[config.mk]
export PLATFORM = sky130hd
export DESIGN_NAME = serial_word_adder
export DESIGN_NICKNAME = d
export VERILOG_FILES = /design/src/rtl/serial_word_adder.sv
export SDC_FILE = /design/constraint.sdc
export NUM_CORES = 1
export LEC_CHECK = 0
export BUFFER_PORTS_ARGS = -buffer_cell sky130_fd_sc_hd__buf_2
export CAP_MARGIN = 30
export CORE_MARGIN = 4
export CORE_UTILIZATION = 58
export CTS_BUF_LIST = sky130_fd_sc_hd__clkbuf_4 sky130_fd_sc_hd__clkbuf_8
export DETAILED_ROUTE_END_ITERATION = 10
export PLACE_DENSITY = 0.88
export SYNTH_ARGS = -nofsm -noshare
export SYNTH_HDL_FRONTEND = slang
export SYNTH_SLANG_ARGS = --single-unit
[constraint.sdc]
create_clock -name clk -period 4.4 [get_ports clk]
set_input_delay 0.66 -clock clk [delete_from_list [all_inputs] [get_ports clk]]
set_output_delay 0.66 -clock clk [all_outputs]
set_load 0.02 [all_outputs]
[src/rtl/serial_word_adder.sv]
// Byte-serial multi-precision adder sequencer driving an external 8-bit adder, LSB byte first.
// Optional subtract support is enabled by defining SERIAL_ADD_SUB_EN (adds the op_sub port).
module serial_word_adder #(
    parameter  int NBYTES = 4,
    localparam int W      = 8 * NBYTES
) (
    input  logic         clk,
    input  logic         rst_n,
    input  logic         in_valid,
    output logic         in_ready,
    input  logic [W-1:0] op_a,
    input  logic [W-1:0] op_b,
    input  logic         op_cin,
`ifdef SERIAL_ADD_SUB_EN
    input  logic         op_sub,
`endif
    output logic [7:0]   add_a,
    output logic [7:0]   add_b,
    output logic         add_cin,
    input  logic [7:0]   add_s,
    input  logic         add_cout,
    output logic         out_valid,
    input  logic         out_ready,
    output logic [W-1:0] sum,
    output logic         carry_out,
    output logic         overflow
);

    localparam int IDX_W = (NBYTES > 1) ? $clog2(NBYTES) : 1;

    typedef enum logic [1:0] {
        IDLE,
        RUN,
        DONE
    } state_t;

    state_t state, state_next;

    logic [IDX_W-1:0]       idx;
    logic [NBYTES-1:0][7:0] a_bytes;
    logic [NBYTES-1:0][7:0] b_bytes;
    logic [NBYTES-1:0][7:0] sum_bytes;
    logic                   cin_reg;
    logic                   carry_reg;
    logic                   carry_out_reg;
    logic                   overflow_reg;
    logic                   sub_in;
    logic                   last_byte;

`ifdef SERIAL_ADD_SUB_EN
    assign sub_in = op_sub;
`else
    assign sub_in = 1'b0;
`endif

    assign last_byte = (idx == IDX_W'(NBYTES - 1));
    assign sum       = sum_bytes;
    assign carry_out = carry_out_reg;
    assign overflow  = overflow_reg;

    always_ff @(posedge clk or negedge rst_n) begin
        if (!rst_n) begin
            state <= IDLE;
        end else begin
            state <= state_next;
        end
    end

    // Adder ports are only driven while bytes are being streamed; idle values are all zero.
    always_comb begin
        state_next = state;
        in_ready   = 1'b0;
        out_valid  = 1'b0;
        add_a      = 8'h00;
        add_b      = 8'h00;
        add_cin    = 1'b0;
        case (state)
            IDLE: begin
                in_ready = 1'b1;
                if (in_valid) begin
                    state_next = RUN;
                end
            end
            RUN: begin
                add_a   = a_bytes[idx];
                add_b   = b_bytes[idx];
                add_cin = (idx == '0) ? cin_reg : carry_reg;
                if (last_byte) begin
                    state_next = DONE;
                end
            end
            DONE: begin
                out_valid = 1'b1;
                if (out_ready) begin
                    state_next = IDLE;
                end
            end
            default: state_next = IDLE;
        endcase
    end

    // B is stored already inverted for subtraction so the RUN path is identical for add and sub.
    always_ff @(posedge clk or negedge rst_n) begin
        if (!rst_n) begin
            idx           <= '0;
            a_bytes       <= '0;
            b_bytes       <= '0;
            sum_bytes     <= '0;
            cin_reg       <= 1'b0;
            carry_reg     <= 1'b0;
            carry_out_reg <= 1'b0;
            overflow_reg  <= 1'b0;
        end else if (state == IDLE && in_valid) begin
            a_bytes <= op_a;
            b_bytes <= sub_in ? ~op_b : op_b;
            cin_reg <= sub_in | op_cin;
            idx     <= '0;
        end else if (state == RUN) begin
            sum_bytes[idx] <= add_s;
            carry_reg      <= add_cout;
            if (last_byte) begin
                carry_out_reg <= add_cout;
                overflow_reg  <= (a_bytes[NBYTES-1][7] == b_bytes[NBYTES-1][7]) &&
                                 (add_s[7] != a_bytes[NBYTES-1][7]);
                idx           <= '0;
            end else begin
                idx <= idx + IDX_W'(1);
            end
        end
    end

endmodule

Word-level counts from Yosys, hierarchy flattened
Index checks and enable logic that the tools add are counted.

storage, ports and cells
  input port bits = 78
  latch bits = 0
  bits in registers = 104
  memories kept = 0
  output and inout bits = 53
  memory bits (read-only) = 0
  bits in writable memories = 0

operators by class
  div/mod/pow operators = 0
  bitwise logic cells = 1
  multiply operators = 0
  muxes and demuxes = 20
  shift-type cells = 0
  order comparisons = 2
  reduce and logical (&&, ||, !) cells = 9
  eq/ne operators = 8
  add/subtract/negate cells = 1

operators by type and width
  operator                                                                      count
  8-bit 2-to-1 mux                                                              5
  8-bit binary-select mux with 2-bit select                                     2
  32-bit bitwise mux                                                            1
  8-bit demux with 2-bit select                                                 1
  2-bit 2-to-1 mux                                                              6
  2-bit inequality test, second input constant                                  3
  2-bit case mux with 3 select lines                                            1
  3-bit AND reduction                                                           2
  2-bit equality test, second input constant                                    2
  2-bit logical NOT                                                             2
  1-bit 2-to-1 mux                                                              4
  1-bit logical AND                                                             3
  2-bit by 3-bit less-than comparator with 1-bit output, second input constant  1
  2-bit by 1-bit adder with 2-bit output, second input constant                 1
  2-bit by 1-bit equality test with 1-bit output, second input constant         1
  2-bit by 1-bit >= comparator with 1-bit output, second input constant         1
  2-bit AND reduction                                                           1
  2-bit nonzero test                                                            1
  1-bit equality test                                                           1
  1-bit inequality test                                                         1
  1-bit inverter                                                                1

Logic depth before layout (Yosys ltp)
Gate-level depths: netlist of run 1.

  depth after elaboration = 5
  depth in mapped cells = 6
  depth with buffers taken out = 4

Worst setup path before layout of run 1
Ideal clock, no wire load.

  path kind = reg-to-output
  start point = reg idx[1]
  end point = out add_cin
  required time = 3.740 ns
  stages on the path, launching flop included = 7
  slack = 2.294 ns
  data arrival time = 1.446 ns
  cell sequence = dfrtp_1 buf_2 buf_2 inv_1 ha_1 mux2i_1 nor2_1

on the way
  longest elaborated chain between the ends = 3

ends and longest elaborated chain
  item                    line  source
  start, declared         39    logic [IDX_W-1:0] idx;
  start signal, assigned  127   idx <= idx + IDX_W'(1);
  2-bit logical NOT       87    add_cin = (idx == '0) ? cin_reg : carry_reg;
  1-bit 2-to-1 mux        87
  1-bit 2-to-1 mux        77    case (state)
  end, declared           19    output logic add_cin,

Every way passes these cells.

Final worst setup path of run 1
Ends and elaborated chain as after synthesis.

==> results.toml, run 1 <==
[cts]
post_cts_buffers = 0
path_clk_slew_ns = 0.11
post_cts_resized = 0
clock-sinks = 104
clock_latency_ns = 0.35
root_buffer = "clkbuf_8"
cts_made_buffers = 9
htree_levels = 3
cts_tree = "built"
clock_path_buffers = 2
cts_hold_buf = 0

[power]
power.density_nw_per_um2 = 813
p_leak_uw = 0.00257
ir_drop_mv = 0.408

[finish]
diodes = 0
regArea_um2 = 2600
multiInputGateArea_um2 = 1830
fill_cells = 554
syn_to_final_growth_pct = 20.1
nets = 492
final_cell_area_um2 = 5470
drive_gt1_frac = 0.646

[detailed_routing]
route.met2.wl_mm = 5.10
wl_per_cell_um = 18.2
routedLengthMet1_mm = 3.73
drcViolationCount = 0
routed_wirelength_mm = 9.41
vias_per_cell = 5.35
firstDrtPassIters = 4
routed-via-count = 2765
dr_wl_met3_um = 434
antenna_left = 0
top_layer = "met5"
drtIter0Drc = 91

[setup_path]
worst-setup-path-type = "flip-flop to output pin"
critPathLaunchType = "flip-flop"
critPathRequiredTime_ns = 3.74
reg2regPathDepth = 3
critPathArrivalTime_ns = 2.10
cp-end-kind = "output pin"
cp_max_fo = 19

[die]
die_y_um = 96.7
ios = 131
core_area_um2 = 7690
num_rows = 32
start_util = 0.593
die_area_um2 = 9340
die_x_um = 96.7

[timing]
max_slew_margin = 0.363
slew_viol_final = 0
worst_pin_slew_ns = 0.955
layout_setup_ws_ns = 1.64
finalSetupTns_ns = 0
fin_crit_sh = 0.626
min_period_ns = 2.76
max_freq_mhz = 363
finClkSkew_ns = 0.0156
grt_setup_unrepaired = "no"
setup_viol = 0
finalHoldViolations = 0

[synthesis]
netlist_instances = 282
synthFlopType = "dfrtp_1"
synth.distinct_cells = 25
ys_seq_area_frac = 0.571
yosys_warnings = 0
ys_top_cells_by_count = "104 x dfrtp_1, 81 x mux2_2, 17 x mux2_4"
async_flop_share = 1.00
synthTopCellsByArea = "dfrtp_1 57%, mux2_2 20%, mux4_2 7.9%"
synth_top_cell_area_share = 0.571
yosysMostFrequentCell = "dfrtp_1"
synth-edff-count = 0
synth.avg_cell_area_um2 = 16.2
synth_area_um2 = 4560
yosys.area.top_type = "dfrtp_1"
ys_ff_latch = 104
syn-num-nets = 364

[place]
postPlaceCellArea_um2 = 5240
port_buffers = 130
place_ws_ns = 2.00
place_congestion = 0.771
dp_hpwl_mm = 6.77

[global_routing]
first_global_vias = 3150
grt_overflow = 0
grt_max_degree = 79
grt_first_pass_wirelength_mm = 15.6
grt.total_usage = 0.210
antenna_found_initial = 1

[job]
drv_cap = 0

[worst_hold_path]
holdCritPathClass = "primary input to async pin"

[outcome]
status = "finished, final reports clean"
logic make-up after synthesis:
kind of cell,count (synthesis),share of synthesized area
AO/OA/AOI/OAI,6,0.00823
adder cells (fa/ha/maj),4,0.0110
buffers and inverters,19,0.0274
flip-flops,104,0.571
multiplexers,115,0.337
AND/OR/NAND/NOR,34,0.0450
through the flow:
step	utilization	hold slack, ns	total power, µW	instances
CTS	0.708	0.492	4490	516
finish	0.712	0.133	4450	517
detailed placement	0.682	0.473	3890	500
global placement	0.682	0.462	3780	500
global route	0.712	0.117	4730	517
floorplan	-	0.364	3300	282
report_power, final:
part           switching (µW)  leakage (µW)  internal (µW)  total, µW
Clock                     323     0.0000989            281        604
Sequential                288       0.00122           1450       1730
Combinational            1010       0.00125           1100       2110
critical path, cell delays in order, from the launching register on:
cell and delay, ns:
dfrtp_1 0.92, inv_1 0.20, ha_1 0.28, mux2i_1 0.12
nor2_1 0.08, buf_2 0.17
final timing paths:
check	start	to	slack, ns
max	idx[1]	add_cin	1.64
min	rst_n	sum[1]	0.13
max reg2reg	idx[1]	sum[24]	2.13
min reg2reg	carry_reg	carry_reg	0.49
max in group asynchronous	rst_n	a_bytes[4]	3.30
min in group clk	carry_reg	carry_reg	0.49
metal layers:
layer / vias to the layer above / track usage
met5: - / 0
met4: 2 / 0.0659
met3: 12 / 0.0447
met2: 71 / 0.373
met1: 1413 / 0.257
li1: 1267 / -
cell type report:
| cell class | instances | area share |
|---|---|---|
| clock inverter | 6 | 0.0123 |
| tap | 102 | 0.0233 |
| clock buffer | 10 | 0.0251 |
| inverter | 3 | 0.00206 |
| timing repair buffer | 133 | 0.127 |
| multi-input combinational | 159 | 0.334 |
| sequential | 104 | 0.476 |
placed cells by master (no fill, tap or decap), types with 2 or more instances in the layout:
| cell | netlist | final |
|---|---|---|
| o31ai_1 | 2 | 2 |
| clkinvlp_4 | 0 | 2 |
| mux4_2 | 16 | 16 |
| nor2_1 | 2 | 2 |
| buf_4 | 0 | 3 |
| and2_1 | 16 | 16 |
| nand2_1 | 5 | 5 |
| clkbuf_8 | 0 | 10 |
| o21ai_0 | 2 | 2 |
| mux2_4 | 17 | 17 |
| inv_1 | 3 | 3 |
| mux2_2 | 81 | 81 |
| ha_1 | 4 | 4 |
| dfrtp_1 | 104 | 104 |
| nand2_2 | 3 | 3 |
| buf_2 | 7 | 129 |
| or2b_1 | 2 | 2 |
Note: power is estimated with default switching activity, not from simulation.
==> run 2, diff against run 1 <==
Settings changed: CORE_UTILIZATION 58 to 49, PLACE_DENSITY 0.88 to 0.79.
Clock period 4.4 ns to 2.3 ns, I/O delays scaled along.
==> run 2 against run 1 <==
  * Register-to-register slack got worse by 1.6 ns
  * Power increased by 95%
  * Largest cell class unchanged
  * First-iteration DRC count decreased by 27%
  * Final area increased by 1.7%
  * Sequential power increased by 88%
  * Clock power increased by 100%
  * Critical path depth decreased by 1
  * Core utilization decreased by 8.6 points
  * Sequential share of layout area decreased by 0.81 points
  * Hold slack improved by 0.047 ns
  * Die area increased by 17%
==> results.toml, run 2 (same netlist as run 1, synthesis figures left out) <==
[outcome]
status = "finished, final reports clean"

[setup_path]
cp-end-kind = "output pin"
cp_max_fo = 12
slowest_stage = "mux4_2"
crit_chain = "buf_4 > mux4_2 > and2_1 > buf_2"
worst-setup-path-type = "flip-flop to output pin"
critPathRequiredTime_ns = 1.96
crit_path_max_incr_delay_ns = 0.52
critPathLaunchType = "flip-flop"
critPathArrivalTime_ns = 1.83

[finish]
final_common_cell = "buf_2"
fill_cells = 686
drive_gt1_frac = 0.649
final_cell_mix = "129 x buf_2, 104 x dfrtp_1, 81 x mux2_2"
multiInputGateArea_um2 = 1830
final_cell_area_um2 = 5570
regArea_um2 = 2600
diodes = 0
nets = 500
syn_to_final_growth_pct = 22.2

[detailed_routing]
firstDrtPassIters = 4
wl_per_cell_um = 17.8
vias_per_cell = 5.22
antenna_left = 0
routed_wirelength_mm = 9.42
drcViolationCount = 0
routed-via-count = 2765
drtIter0Drc = 66

[cts]
clock-sinks = 104
post_cts_buffers = 0
root_buffer = "clkbuf_8"
cts_hold_buf = 1
htree_levels = 3
path_clk_slew_ns = 0.09
post_cts_resized = 0
cts_tree = "built"
clock_latency_ns = 0.35
clock_path_buffers = 2
cts_made_buffers = 9

[timing]
finalSetupTns_ns = 0
worst_pin_slew_ns = 0.610
min_period_ns = 2.18
max_freq_mhz = 459
finClkSkew_ns = 0.00724
fin_crit_sh = 0.947
finalHoldViolations = 0
max_slew_margin = 0.592
slew_viol_final = 0
setup_viol = 0
grt_setup_unrepaired = "no"
layout_setup_ws_ns = 0.121

[place]
postPlaceCellArea_um2 = 5350
place_ws_ns = 0.485
dp_hpwl_mm = 7.03
port_buffers = 130
place_congestion = 0.762

[global_routing]
first_global_vias = 3075
grt_overflow = 0
grt_max_degree = 42
antenna_found_initial = 1
grt_first_pass_wirelength_mm = 15.4
grt.total_usage = 0.178

[worst_hold_path]
holdCritPathClass = "primary input to flip-flop"

[die]
die_area_um2 = 10900
ios = 131
die_y_um = 104
die_x_um = 104
core_area_um2 = 8890
start_util = 0.513
num_rows = 34

[power]
p_leak_uw = 0.00262
ir_drop_mv = 0.710
power.density_nw_per_um2 = 1560

[job]
drv_cap = 0
-- run 2: cell count changes in the layout (fill, tap and decap cells not counted), sizes merged --
cell and change:
clkinvlp -1, clkinv -1, buf +7, dlygate4sd3 +1, bufinv +1
-- run 2: stage by stage --
stage / instances / power [µW] / utilization / hold slack [ns]
final: 530 / 8660 / 0.626 / 0.179
after global routing: 530 / 9200 / 0.626 / 0.169
after CTS: 530 / 8780 / 0.626 / 0.169
after detailed placement: 514 / 7540 / 0.601 / 0.263
after global placement: 514 / 7360 / 0.601 / 0.255
after floorplan: 282 / 6310 / - / 0.0494
-- run 2: path summary, 6_finish.rpt --
kind,slack (ns),from,to,cells after the start
hold / removal,0.18,out_ready,state[1],2
min in group asynchronous,0.42,rst_n,b_bytes[21],2
setup reg to reg,0.52,idx[0],sum[25],4
hold reg to reg,0.50,overflow,overflow,2
max in group asynchronous,1.25,rst_n,sum[19],3
setup / recovery,0.12,idx[0],add_a[1],4
-- run 2: metal layers --
metal | part of all wire | global-route usage | wire [µm] | vias to the layer above
met5 | 0.0013 | 0 | 12 | -
met4 | 0.0085 | 0.0456 | 80 | 2
met3 | 0.052 | 0.0459 | 490 | 9
met2 | 0.54 | 0.320 | 5100 | 64
met1 | 0.40 | 0.211 | 3730 | 1411
li1 | - | - | - | 1279
-- run 2: final cells by class --
cell class / count / area share
clock buffers: 10 / 0.0236
clock inverters: 5 / 0.0146
inverters: 3 / 0.00202
multi-input cells: 159 / 0.329
flip-flops and latches: 104 / 0.467
well taps: 108 / 0.0243
repair buffers: 141 / 0.139
-- run 2: where the power goes --
part	switching [µW]	total, µW	internal [µW]
sequential	491	3260	2770
clock	597	1220	622
combinational	2000	4180	2190
-- run 2: critical path, delay by kind of cell, from the launching register on --
family / cells / cell delay, ns
muxes: 1 / 0.52
buffers and inverters: 2 / 0.43
DFF: 1 / 0.35
and+or+nand+nor: 1 / 0.18
